===== src/rtl/clk_prog_ctrl.sv =====
// Serial programming sequencer for up to four programmable clock synthesizers:
// streams D then M over progen/progdata/progclk, waits for lock, pulses the PLL reset.
module clk_prog_ctrl #(
    parameter int PROG_TIMEOUT   = 4096,
    parameter int PLL_RST_CYCLES = 16,
    parameter int SETTLE_CYCLES  = 256
) (
    input  logic       CLK,
    input  logic       reset,
    input  logic       req_valid,
    output logic       req_ready,
    input  logic [1:0] req_sel,
    input  logic [7:0] req_m,
    input  logic [7:0] req_d,
    output logic [3:0] progen,
    output logic       progdata,
    output logic       progclk,
    input  logic       progdone_inv,
    output logic       pll_reset,
    output logic       busy,
    output logic       done,
    output logic       error
);
    localparam int MAX_A = (PROG_TIMEOUT > SETTLE_CYCLES) ? PROG_TIMEOUT : SETTLE_CYCLES;
    localparam int MAX_B = (MAX_A > PLL_RST_CYCLES) ? MAX_A : PLL_RST_CYCLES;
    localparam int MAXC  = (MAX_B > 8) ? MAX_B : 8;
    localparam int CW    = $clog2(MAXC + 1);

    localparam logic [CW-1:0] TO_LAST     = CW'(PROG_TIMEOUT - 1);
    localparam logic [CW-1:0] RST_LAST    = CW'(PLL_RST_CYCLES - 1);
    localparam logic [CW-1:0] SETTLE_LAST = CW'(SETTLE_CYCLES - 1);
    localparam logic [CW-1:0] WAIT_MIN    = CW'(7);

    localparam logic [3:0] IDLE      = 4'd0;
    localparam logic [3:0] LOAD_D    = 4'd1;
    localparam logic [3:0] GAP1      = 4'd2;
    localparam logic [3:0] LOAD_M    = 4'd3;
    localparam logic [3:0] GAP2      = 4'd4;
    localparam logic [3:0] GO        = 4'd5;
    localparam logic [3:0] WAIT_DONE = 4'd6;
    localparam logic [3:0] PLL_RST   = 4'd7;
    localparam logic [3:0] SETTLE    = 4'd8;
    localparam logic [3:0] DONE      = 4'd9;

    logic [3:0]    state;
    logic [3:0]    slot;
    logic [CW-1:0] cnt;
    logic [1:0]    sel_q;
    logic [7:0]    m_q;
    logic [7:0]    d_q;

    function automatic logic [3:0] onehot(input logic [1:0] s);
        return 4'b0001 << s;
    endfunction

    // Load frame: two header bits (1, second) then the value LSB first.
    function automatic logic slot_bit(input logic second, input logic [7:0] v, input logic [3:0] s);
        logic [3:0] idx;
        idx = s - 4'd2;
        if (s == 4'd0) return 1'b1;
        if (s == 4'd1) return second;
        return v[idx[2:0]];
    endfunction

    always_ff @(posedge CLK) begin
        if (reset) begin
            state     <= IDLE;
            slot      <= '0;
            cnt       <= '0;
            sel_q     <= '0;
            m_q       <= '0;
            d_q       <= '0;
            progen    <= '0;
            progdata  <= 1'b0;
            progclk   <= 1'b0;
            pll_reset <= 1'b0;
            busy      <= 1'b0;
            done      <= 1'b0;
            error     <= 1'b0;
            req_ready <= 1'b1;
        end else begin
            done    <= 1'b0;
            error   <= 1'b0;
            progclk <= ~progclk;
            case (state)
                IDLE: begin
                    progclk   <= 1'b0;
                    progen    <= '0;
                    progdata  <= 1'b0;
                    pll_reset <= 1'b0;
                    busy      <= 1'b0;
                    req_ready <= 1'b1;
                    cnt       <= '0;
                    slot      <= '0;
                    if (req_valid && req_ready) begin
                        if (req_m == 8'd0) begin
                            error <= 1'b1;
                        end else begin
                            sel_q     <= req_sel;
                            m_q       <= req_m;
                            d_q       <= req_d;
                            state     <= LOAD_D;
                            busy      <= 1'b1;
                            req_ready <= 1'b0;
                            progen    <= onehot(req_sel);
                            progdata  <= 1'b1;
                        end
                    end
                end
                // progclk high now means the next edge opens a new slot.
                LOAD_D: if (progclk) begin
                    if (slot == 4'd9) begin
                        state    <= GAP1;
                        progen   <= '0;
                        progdata <= 1'b0;
                    end else begin
                        slot     <= slot + 4'd1;
                        progdata <= slot_bit(1'b0, d_q, slot + 4'd1);
                    end
                end
                GAP1: if (progclk) begin
                    state    <= LOAD_M;
                    slot     <= '0;
                    progen   <= onehot(sel_q);
                    progdata <= 1'b1;
                end
                LOAD_M: if (progclk) begin
                    if (slot == 4'd9) begin
                        state    <= GAP2;
                        progen   <= '0;
                        progdata <= 1'b0;
                    end else begin
                        slot     <= slot + 4'd1;
                        progdata <= slot_bit(1'b1, m_q, slot + 4'd1);
                    end
                end
                GAP2: if (progclk) begin
                    state    <= GO;
                    progen   <= onehot(sel_q);
                    progdata <= 1'b0;
                end
                GO: if (progclk) begin
                    state  <= WAIT_DONE;
                    progen <= '0;
                    cnt    <= '0;
                end
                WAIT_DONE: begin
                    cnt <= cnt + 1'b1;
                    if (cnt >= WAIT_MIN && !progdone_inv) begin
                        state     <= PLL_RST;
                        pll_reset <= 1'b1;
                        cnt       <= '0;
                    end else if (cnt == TO_LAST) begin
                        state     <= IDLE;
                        error     <= 1'b1;
                        busy      <= 1'b0;
                        req_ready <= 1'b1;
                        progclk   <= 1'b0;
                    end
                end
                PLL_RST: begin
                    cnt <= cnt + 1'b1;
                    if (cnt == RST_LAST) begin
                        state     <= SETTLE;
                        pll_reset <= 1'b0;
                        cnt       <= '0;
                    end
                end
                SETTLE: begin
                    cnt <= cnt + 1'b1;
                    if (cnt == SETTLE_LAST) begin
                        state <= DONE;
                        done  <= 1'b1;
                    end
                end
                DONE: begin
                    state     <= IDLE;
                    busy      <= 1'b0;
                    req_ready <= 1'b1;
                    progclk   <= 1'b0;
                end
                default: state <= IDLE;
            endcase
        end
    end
endmodule


===== config.mk =====
export PLATFORM = sky130hd
export DESIGN_NAME = clk_prog_ctrl
export DESIGN_NICKNAME = d
export VERILOG_FILES = /design/src/rtl/clk_prog_ctrl.sv
export SDC_FILE = /design/constraint.sdc
export NUM_CORES = 1
export LEC_CHECK = 0
export ABC_CLOCK_PERIOD_IN_PS = 5650
export CORE_MARGIN = 2
export CORE_UTILIZATION = 60
export CTS_CLUSTER_SIZE = 8
export DETAILED_ROUTE_END_ITERATION = 12
export PLACE_DENSITY_LB_ADDON = 0.3
export SETUP_SLACK_MARGIN = 0.02
export SLEW_MARGIN = 5
export SYNTH_ARGS = -nofsm -noshare
export SYNTH_HDL_FRONTEND = slang
export SYNTH_SLANG_ARGS = --single-unit
export TNS_END_PERCENT = 20

===== constraint.sdc =====
create_clock -name CLK -period 5.65 [get_ports CLK]
set_input_delay 1.695 -clock CLK [delete_from_list [all_inputs] [get_ports CLK]]
set_output_delay 1.695 -clock CLK [all_outputs]
set_load 0.01 [all_outputs]

After elaboration in Yosys (flattened, before gate mapping)
Cells that the tools add are included.
W data, S select, Z words.

operators by class
  bitwise operators = 3
  magnitude comparators = 2
  $mul = 0
  add/subtract/negate cells = 3
  reduce and logical (&&, ||, !) cells = 24
  shifts and indexed selects = 2
  div/mod/pow operators = 0
  multiplexer cells = 85
  equal/unequal tests = 33

operators with widths
  operator                 number
  $mux W4                  21
  $pmux W13 S5             1
  $mux W1                  49
  $mux W13                 3
  $pmux W4 S9              1
  $ne A2 B2 Y1 const B     15
  $eq A4 B3 Y1 const B     4
  $pmux W4 S4              1
  $add A13 B1 Y13 const B  1
  $eq A13 B12 Y1 const B   1
  $eq A13 B4 Y1 const B    1
  $eq A13 B8 Y1 const B    1
  $ge A13 B3 Y1 const B    1
  $eq A4 B4 Y1 const B     3
  $pmux W4 S3              1
  $reduce_and A12 Y1       1
  $reduce_and A5 Y1        2
  $reduce_bool A5 Y1       2
  $pmux W1 S3              3
  $reduce_and A3 Y1        3
  $reduce_bool A3 Y1       3
  $eq A4 B1 Y1 const B     2
  $eq A4 B2 Y1 const B     2
  $logic_not A4 Y1         2
  other kinds (17)         28

storage, ports and cells
  bits in latches = 0
  memory bits (writable) = 0
  input bits = 22
  register bits after elaboration = 50
  ROM bits = 0
  logic and storage cells = 166
  memories kept = 0

Longest topological paths before layout
  depth after elaboration = 17
  gate-level depth with buffers = 9

Worst setup path after synthesis
OpenSTA, ideal clock, no wires.

  path kind = in2reg
  start point = input req_m[7]
  end point = register state[0]
  setup slack = 2.593 ns
  stages on the path = 6
  data required time = 5.521 ns
  path buffers = 0
  library setup time = 0.129 ns
  arrival = 2.927 ns
  cell sequence = nor4_1 > a21oi_1 > a2bb2oi_4 > o311ai_4 > or2_1 > o31ai_1

on the way
  cells in the longest elaborated chain, start to end = 3

RTL lines
  what                                 line  source
  start: declaration                   13    input logic [7:0] req_m,
  $logic_not A8 Y1                     96    if (req_m == 8'd0) begin
  $ne A2 B2 Y1 (no source line)        n/a
  $reduce_and A12 Y1 (no source line)  n/a
  end signal: assignment               102   state <= LOAD_D;
  end signal: assignment               113   state <= GAP1;
  end signal: assignment               122   state <= LOAD_M;
  end: declaration                     45    logic [3:0] state;

Every way passes these cells.
A chain may end at the register's enable or synchronous reset.

Final worst setup path
  start point = input req_m[3]
  end point = register m_q[6]

on the way
  cells in the longest elaborated chain, start to end = 3

RTL lines
  what                                line  source
  $logic_not A8 Y1                    96
  $not A1 Y1 (no source line)         n/a
  $reduce_and A3 Y1 (no source line)  n/a
  end signal: assignment              100   m_q <= req_m;
  end: declaration                    49    logic [7:0] m_q;

Every way passes these cells.

==> results_dict.tcl <==
set metrics [dict create \
    finalMaxSlewViolations 0 \
    cts_resized 0 \
    hold_path_class "reg2reg" \
    portBuffers 32 \
    cts.sinks 50 \
    synth_compound_gate_area_share 0.2054 \
    period_needed_ns 3.707 \
    syn_to_final_growth_pct 15.16 \
    finalSetupViolCount 0 \
    mappedNetlistArea_um2 2699 \
    async_flop_share 0 \
    syn_nets 365 \
    htreeDepth 2 \
    required_ns 5.89 \
    ctsRootBufferMaster "clkbuf_8" \
    top_level_ports 33 \
    synth_seq_area_share 0.3709 \
    start_util 0.6198 \
    fin_area_um2 3108 \
    synthAdderAreaFrac 0.02318 \
    grt_pass1_vias 2281 \
    clk_latency_ns 0.30 \
    avgRoutedWirePerCell_um 14.32 \
    outcome "completed" \
    cts_buffers 5 \
    min_period_over_period 0.6561 \
    synth-simple-area-share 0.2629 \
    cts_hold_buffers 0 \
    synthCells 338 \
    fmax_ghz 0.2698 \
    die_y_um 71.07 \
    die_x_um 71.07 \
    arrival_ns 3.94 \
    row_count 24 \
    yosysTopAreaCell "dfxtp_1" \
    crit_type "in2reg" \
    final_nets 384 \
    cts_buffer_depth 2 \
    cts_tree "yes" \
    dp.final_hpwl_um 4132 \
    synth-main-ff-cell "dfxtp_1" \
    grt_max_degree 25 \
    grtUsageTotal 0.2493 \
    synth_top_area_share 0.3709 \
    synthTopCellsByCount "58 x nand2_1, 50 x dfxtp_1, 38 x a21oi_1, 30 x nor2_1, 18 x clkbuf_1" \
    pwr_density_cell_nw_per_um2 359.8 \
    path_max_fanout 20 \
    drt-pass1-iter-count 5 \
    layout-drive-gt1-share 0.05307 \
    power.leakage_nw 1.127 \
    synthTopCellsByArea "dfxtp_1 37%, nand2_1 8.1%, a21oi_1 7.0%" \
    slew_headroom 0.1764 \
    gp_congestion 0.8417 \
    vias 2457 \
    rsz0062_at_grt "no" \
    clock_skew_ns 0.01102 \
    grt_overflow 0 \
    clk_pin_slew_worst_paths_ns 0.09 \
    post_dp_cell_area_um2 3003 \
    via_per_inst 5.993 \
    finalHoldViolations 0 \
    antenna_found_initial 0 \
    ys_seq_elements 50 \
    drv_cap 0 \
    num_antenna_cells 0 \
    ir_worst_vdd_v 0.0002095 \
    drcViolationCount 0 \
    ant_nets 0 \
    synth_edf_count 0 \
    crit_path_end_kind "flip-flop" \
    die-area_um2 5050 \
    muxShareOfSynthArea 0.05100 \
    fin_setup_tns_ns 0 \
    synth_top_family_by_area "simple AND/OR/NAND/NOR gates" \
    drt_iter0_drc 228 \
    synth_xor_area_frac 0.04543 \
    cts_setup_buffers 0 \
    tightest_slew_ns 1.235 \
    coreArea_um2 4354 \
    grt_pass1_wl_um 10220 \
    crit_path_start_kind "input port" \
    avgSynthCellArea_um2 7.985 \
    synth.most_common_cell "nand2_1" \
    totalWireLength_um 5870 \
    yosys_warnings 0 \
    netlist-cell-type-count 53 \
]
==> cell type report <==
class / instances / area [um2]
Fill cell: 349 / 1246
Timing Repair Buffer: 33 / 327.8
Clock buffer: 7 / 96.34
Sequential cell: 50 / 1001
Inverter: 6 / 22.52
Tap cell: 52 / 65.06
Multi-Input combinational cell: 261 / 1587
Clock inverter: 1 / 8.758
==> routing by layer <==
layer,global-route usage,vias up,part of all wire
met3,0.04558,10,0.051
met2,0.3915,70,0.47
met4,0.07966,0,0.016
met5,0,-,0
li1,-,1242,-
met1,0.3495,1135,0.46
==> cell families after synthesis <==
family,after synthesis
flops,50
simple gates,150
compound gates,82
fa+ha+maj,5
xor+xnor,14
buf+inv,27
mux,10
==> final timing paths <==
check / start / to / slack [ns] / cells past startpoint
worst max-delay path: req_m[3] / m_q[6] / 1.94 / 6
worst min register to register: d_q[5] / d_q[5] / 0.46 / 2
worst min-delay path: d_q[5] / d_q[5] / 0.46 / 2
worst max register to register: slot[0] / progdata / 3.08 / 7
==> metrics by stage <==
step | util | hold slack [ns] | power, mW | std cells | setup WS, ns
after CTS | 0.7138 | 0.4619 | 1.121 | 410 | 2.031
after detailed placement | 0.6897 | 0.4481 | 0.8912 | 402 | 1.768
after global routing | 0.7138 | 0.4831 | 1.195 | 410 | 1.692
after global placement | 0.6897 | 0.4412 | 0.8834 | 402 | 1.794
final | 0.7138 | 0.4638 | 1.118 | 410 | 1.943
after floorplan | - | 0.4318 | 0.7842 | 338 | 2.593
==> cell usage in the layout (no fill, tap or decap), types with 4 or more instances in the layout <==
master | synthesis | final
a21oi_1 | 38 | 38
clkbuf_8 | 1 | 7
clkdlybuf4s50_1 | 0 | 32
dfxtp_1 | 50 | 50
ha_1 | 5 | 5
inv_1 | 6 | 6
mux2i_1 | 7 | 7
nand2_1 | 58 | 58
nand2b_1 | 5 | 5
nand3_1 | 14 | 14
nand3b_1 | 4 | 4
nor2_1 | 30 | 30
nor2b_1 | 5 | 5
nor3_1 | 13 | 13
nor4_1 | 5 | 5
o21ai_0 | 9 | 9
xnor2_1 | 7 | 7
xor2_1 | 7 | 7
==> power breakdown <==
| group | internal [mW] | switching [mW] | total (mW) | leakage, nW |
|---|---|---|---|---|
| combinational | 0.190 | 0.229 | 0.419 | 0.666 |
| clock | 0.112 | 0.117 | 0.229 | 0.0544 |
| sequential | 0.402 | 0.0676 | 0.470 | 0.407 |
==> worst max-delay path: stages <==
cell and delay [ns]:
clkdlybuf4s50_1 0.42, nor4_1 0.78, nand2_1 0.21, nand2_1 0.56
nand2_1 0.12, a21oi_1 0.16
==> registers in the layout, summed over array words and instances, names as in the netlist, 2 cells and up <==
name and flops:
slot 4, d_q 8, sel_q 2, state 4
progen 4, cnt 13, m_q 8
Power figures use the tool's default switching activity.
==> RTL change, RTL diff (same flow settings) <==
`PROG_TIMEOUT`: 4096 -> 8192.
--- a/src/rtl/clk_prog_ctrl.sv
+++ b/src/rtl/clk_prog_ctrl.sv
@@ -1,7 +1,7 @@
 // Serial programming sequencer for up to four programmable clock synthesizers:
 // streams D then M over progen/progdata/progclk, waits for lock, pulses the PLL reset.
 module clk_prog_ctrl #(
-    parameter int PROG_TIMEOUT   = 4096,
+    parameter int PROG_TIMEOUT   = 8192,
     parameter int PLL_RST_CYCLES = 16,
     parameter int SETTLE_CYCLES  = 256
 ) (
Function: no difference found for any inputs over 10 cycles, from zero or initial values and one cycle with reset high; that may be too few to reach the edited logic, so the function may still have changed.
==> RTL change against the unedited design <==
  * Cell area increased by 7.0%
  * Setup slack better by 0.14 ns
  * Synthesized cell count grew 3.3%
  * Die area is 9.4% higher
  * Count of clock-buffer cells in the layout unchanged
  * Power increased by 15%
  * Largest cell class unchanged
  * Wire length grew 9.3%
  * Hold slack got worse by 0.0037 ns
  * Critical path type unchanged
  * Core utilization shrank 1.4 points
  * Critical endpoint is now m_q[4]
  * Sequential cell count grew 1
  * Area after synthesis rose by 9.9%
  * Largest power group is now combinational cells
==> RTL change: results (changes against the unedited design) <==
{
  "status": {"value": "finished clean"},
  "r2r_slack": {"value": 2.95, "unit": "ns", "change": "-0.13 ns"},
  "grt_pass1_vias": {"value": 2273, "change": "-0.35%"},
  "diodes": {"value": 0, "change": "unchanged"},
  "grt_first_pass_wirelength": {"value": 10.71, "unit": "mm", "change": "+4.8%"},
  "crit_family": {"value": "simple AND/OR/NAND/NOR gates"},
  "worst_path_max_delay_cell": {"value": "nand2b_1"},
  "layout_top_registers": {"value": "cnt (14), d_q (8), m_q (8)"},
  "routed-via-count": {"value": 2620, "change": "+6.6%"},
  "worst_r2r_startpoint": {"value": "state[2]"},
  "grt_start_max_net_pins": {"value": 38, "change": "+52%"},
  "total_routed_wirelength": {"value": 6.418, "unit": "mm", "change": "+9.3%"},
  "final_net_count": {"value": 393, "change": "+2.3%"},
  "number_of_library_cell_types_mapped_by_synthesis": {"value": 80, "change": "+51%"},
  "cts_buffers": {"value": 5, "change": "unchanged"},
  "ff2ff_path_depth": {"value": 5, "change": "-2"},
  "cp.arrival": {"value": 3.80, "unit": "ns", "change": "-0.14 ns"},
  "post-dp-hpwl": {"value": 4.543, "unit": "mm", "change": "+9.9%"},
  "synth.cells.most_frequent": {"value": "nand2_1, dfxtp_1, a21oi_1"},
  "clock-skew-final": {"value": 0.004105, "unit": "ns", "change": "-0.006914 ns"},
  "synth.net_count": {"value": 376, "change": "+3.0%"},
  "gp_congestion": {"value": 0.8232, "change": "-2.2%"},
  "post_route_cells_drive_above_1_share": {"value": 11.72, "unit": "%", "change": "+6.4 points"},
  "synth.top_cells.by_area": {"value": "dfxtp_1, nand2_1, a21oi_1, nor2_1, o21ai_0"},
  "measured_slew_at_the_worst_slew_check_pin": {"value": 0.8153, "unit": "ns", "change": "-0.4200 ns"},
  "worst_hold_startpoint": {"value": "d_q[4]"},
  "hold-path-endpoint": {"value": "d_q[4]"},
  "worst_path_largest_cell_delay": {"value": 0.60, "unit": "ns", "change": "-0.18 ns"},
  "p_leak": {"value": 1.172, "unit": "nW", "change": "+4.0%"},
  "grt_usage": {"value": 24.84, "unit": "%", "change": "-0.088 points"},
  "drt_iter0_markers": {"value": 214, "change": "-6.1%"},
  "synth.yosys.seq_area_share": {"value": 34.42, "unit": "%", "change": "-2.7 points"},
  "n_fill_cell": {"value": 412, "change": "+18%"},
  "dr.pass1.iters": {"value": 4, "change": "-1"},
  "vdd_drop_max": {"value": 0.0002758, "unit": "V", "change": "+32%"},
  "reg2reg_to": {"value": "cnt[4]"}
}
==> RTL change: cell count changes after synthesis, moves of 5 or more <==
cell      delta
clkbuf_1    -14
nand2_1      -5
buf_2       +10
o21ai_0      +6
nor3_1       -7
nand3_1      -5
==> RTL change: worst register-to-register path, cell delays in order, from the launching register on <==
cell and delay [ns]:
dfxtp_1 0.78, inv_2 0.21, o31ai_4 0.63, inv_2 0.14
o41ai_4 0.69, nor2_1 0.11
==> RTL change: per-layer routing <==
| metal | vias up | global-route usage (%) | share of wire [%] |
|---|---|---|---|
| li1 | 1292 | - | - |
| met1 | 1222 | 37.88 | 50 |
| met2 | 96 | 36.41 | 44 |
| met3 | 10 | 4.607 | 5.0 |
| met4 | 0 | 6.151 | 1.1 |
| met5 | - | 0 | 0 |
==> RTL change: how the worst max path moves through the flow <==
stage	to	depth (start not counted)	slack [ns]	startpoint
6_report	m_q[4]	6	2.08	req_m[7]
5_1_grt	m_q[4]	6	1.94	req_m[7]
4_1_cts	m_q[4]	6	2.07	req_m[7]
3_5_place_dp	sel_q[1]	6	1.79	req_m[7]
3_3_place_gp	req_ready	6	1.85	req_m[3]
2_1_floorplan	state[0]	6	2.39	req_m[7]
==> RTL change: power by group <==
part / switching (mW) / internal, mW
clock: 0.118 / 0.0873
sequential: 0.0873 / 0.424
combinational: 0.319 / 0.245
==> RTL change: cell type report <==
class                      instances  share of cell area (%)
multi-input combinational        266                   53.48
sequential                        51                   30.69
timing repair buffer              33                   9.853
tap                               67                   2.520
clock buffer                       7                   2.294
inverter                           9                   1.015
clock inverter                     1                  0.1504
==> RTL change: stage by stage <==
step / instances / worst slack, ns / util, % / hold WS, ns / cell area [sq um]
2_1_floorplan: 349 / 2.395 / - / 0.4331 / 2967
3_3_place_gp: 426 / 1.850 / 68.26 / 0.4384 / 3246
3_5_place_dp: 426 / 1.789 / 68.26 / 0.4483 / 3246
4_1_cts: 434 / 2.072 / 69.97 / 0.4609 / 3327
5_1_grt: 434 / 1.943 / 69.97 / 0.4897 / 3327
6_report: 434 / 2.083 / 69.97 / 0.4601 / 3327
==> RTL change: logic make-up (layout without fill, tap and decap cells) <==
kind of cell / after synthesis / in the layout / synth area share, %
AOI/OAI and AO/OA: 88 / 88 / 21.09
adders and majority gates: 5 / 5 / 2.109
xor gates and xnor gates: 11 / 11 / 3.753
DFF: 51 / 51 / 34.42
buffers and inverters: 32 / 50 / 5.609
and+or+nand+nor: 154 / 154 / 28.89
muxes: 8 / 8 / 4.133
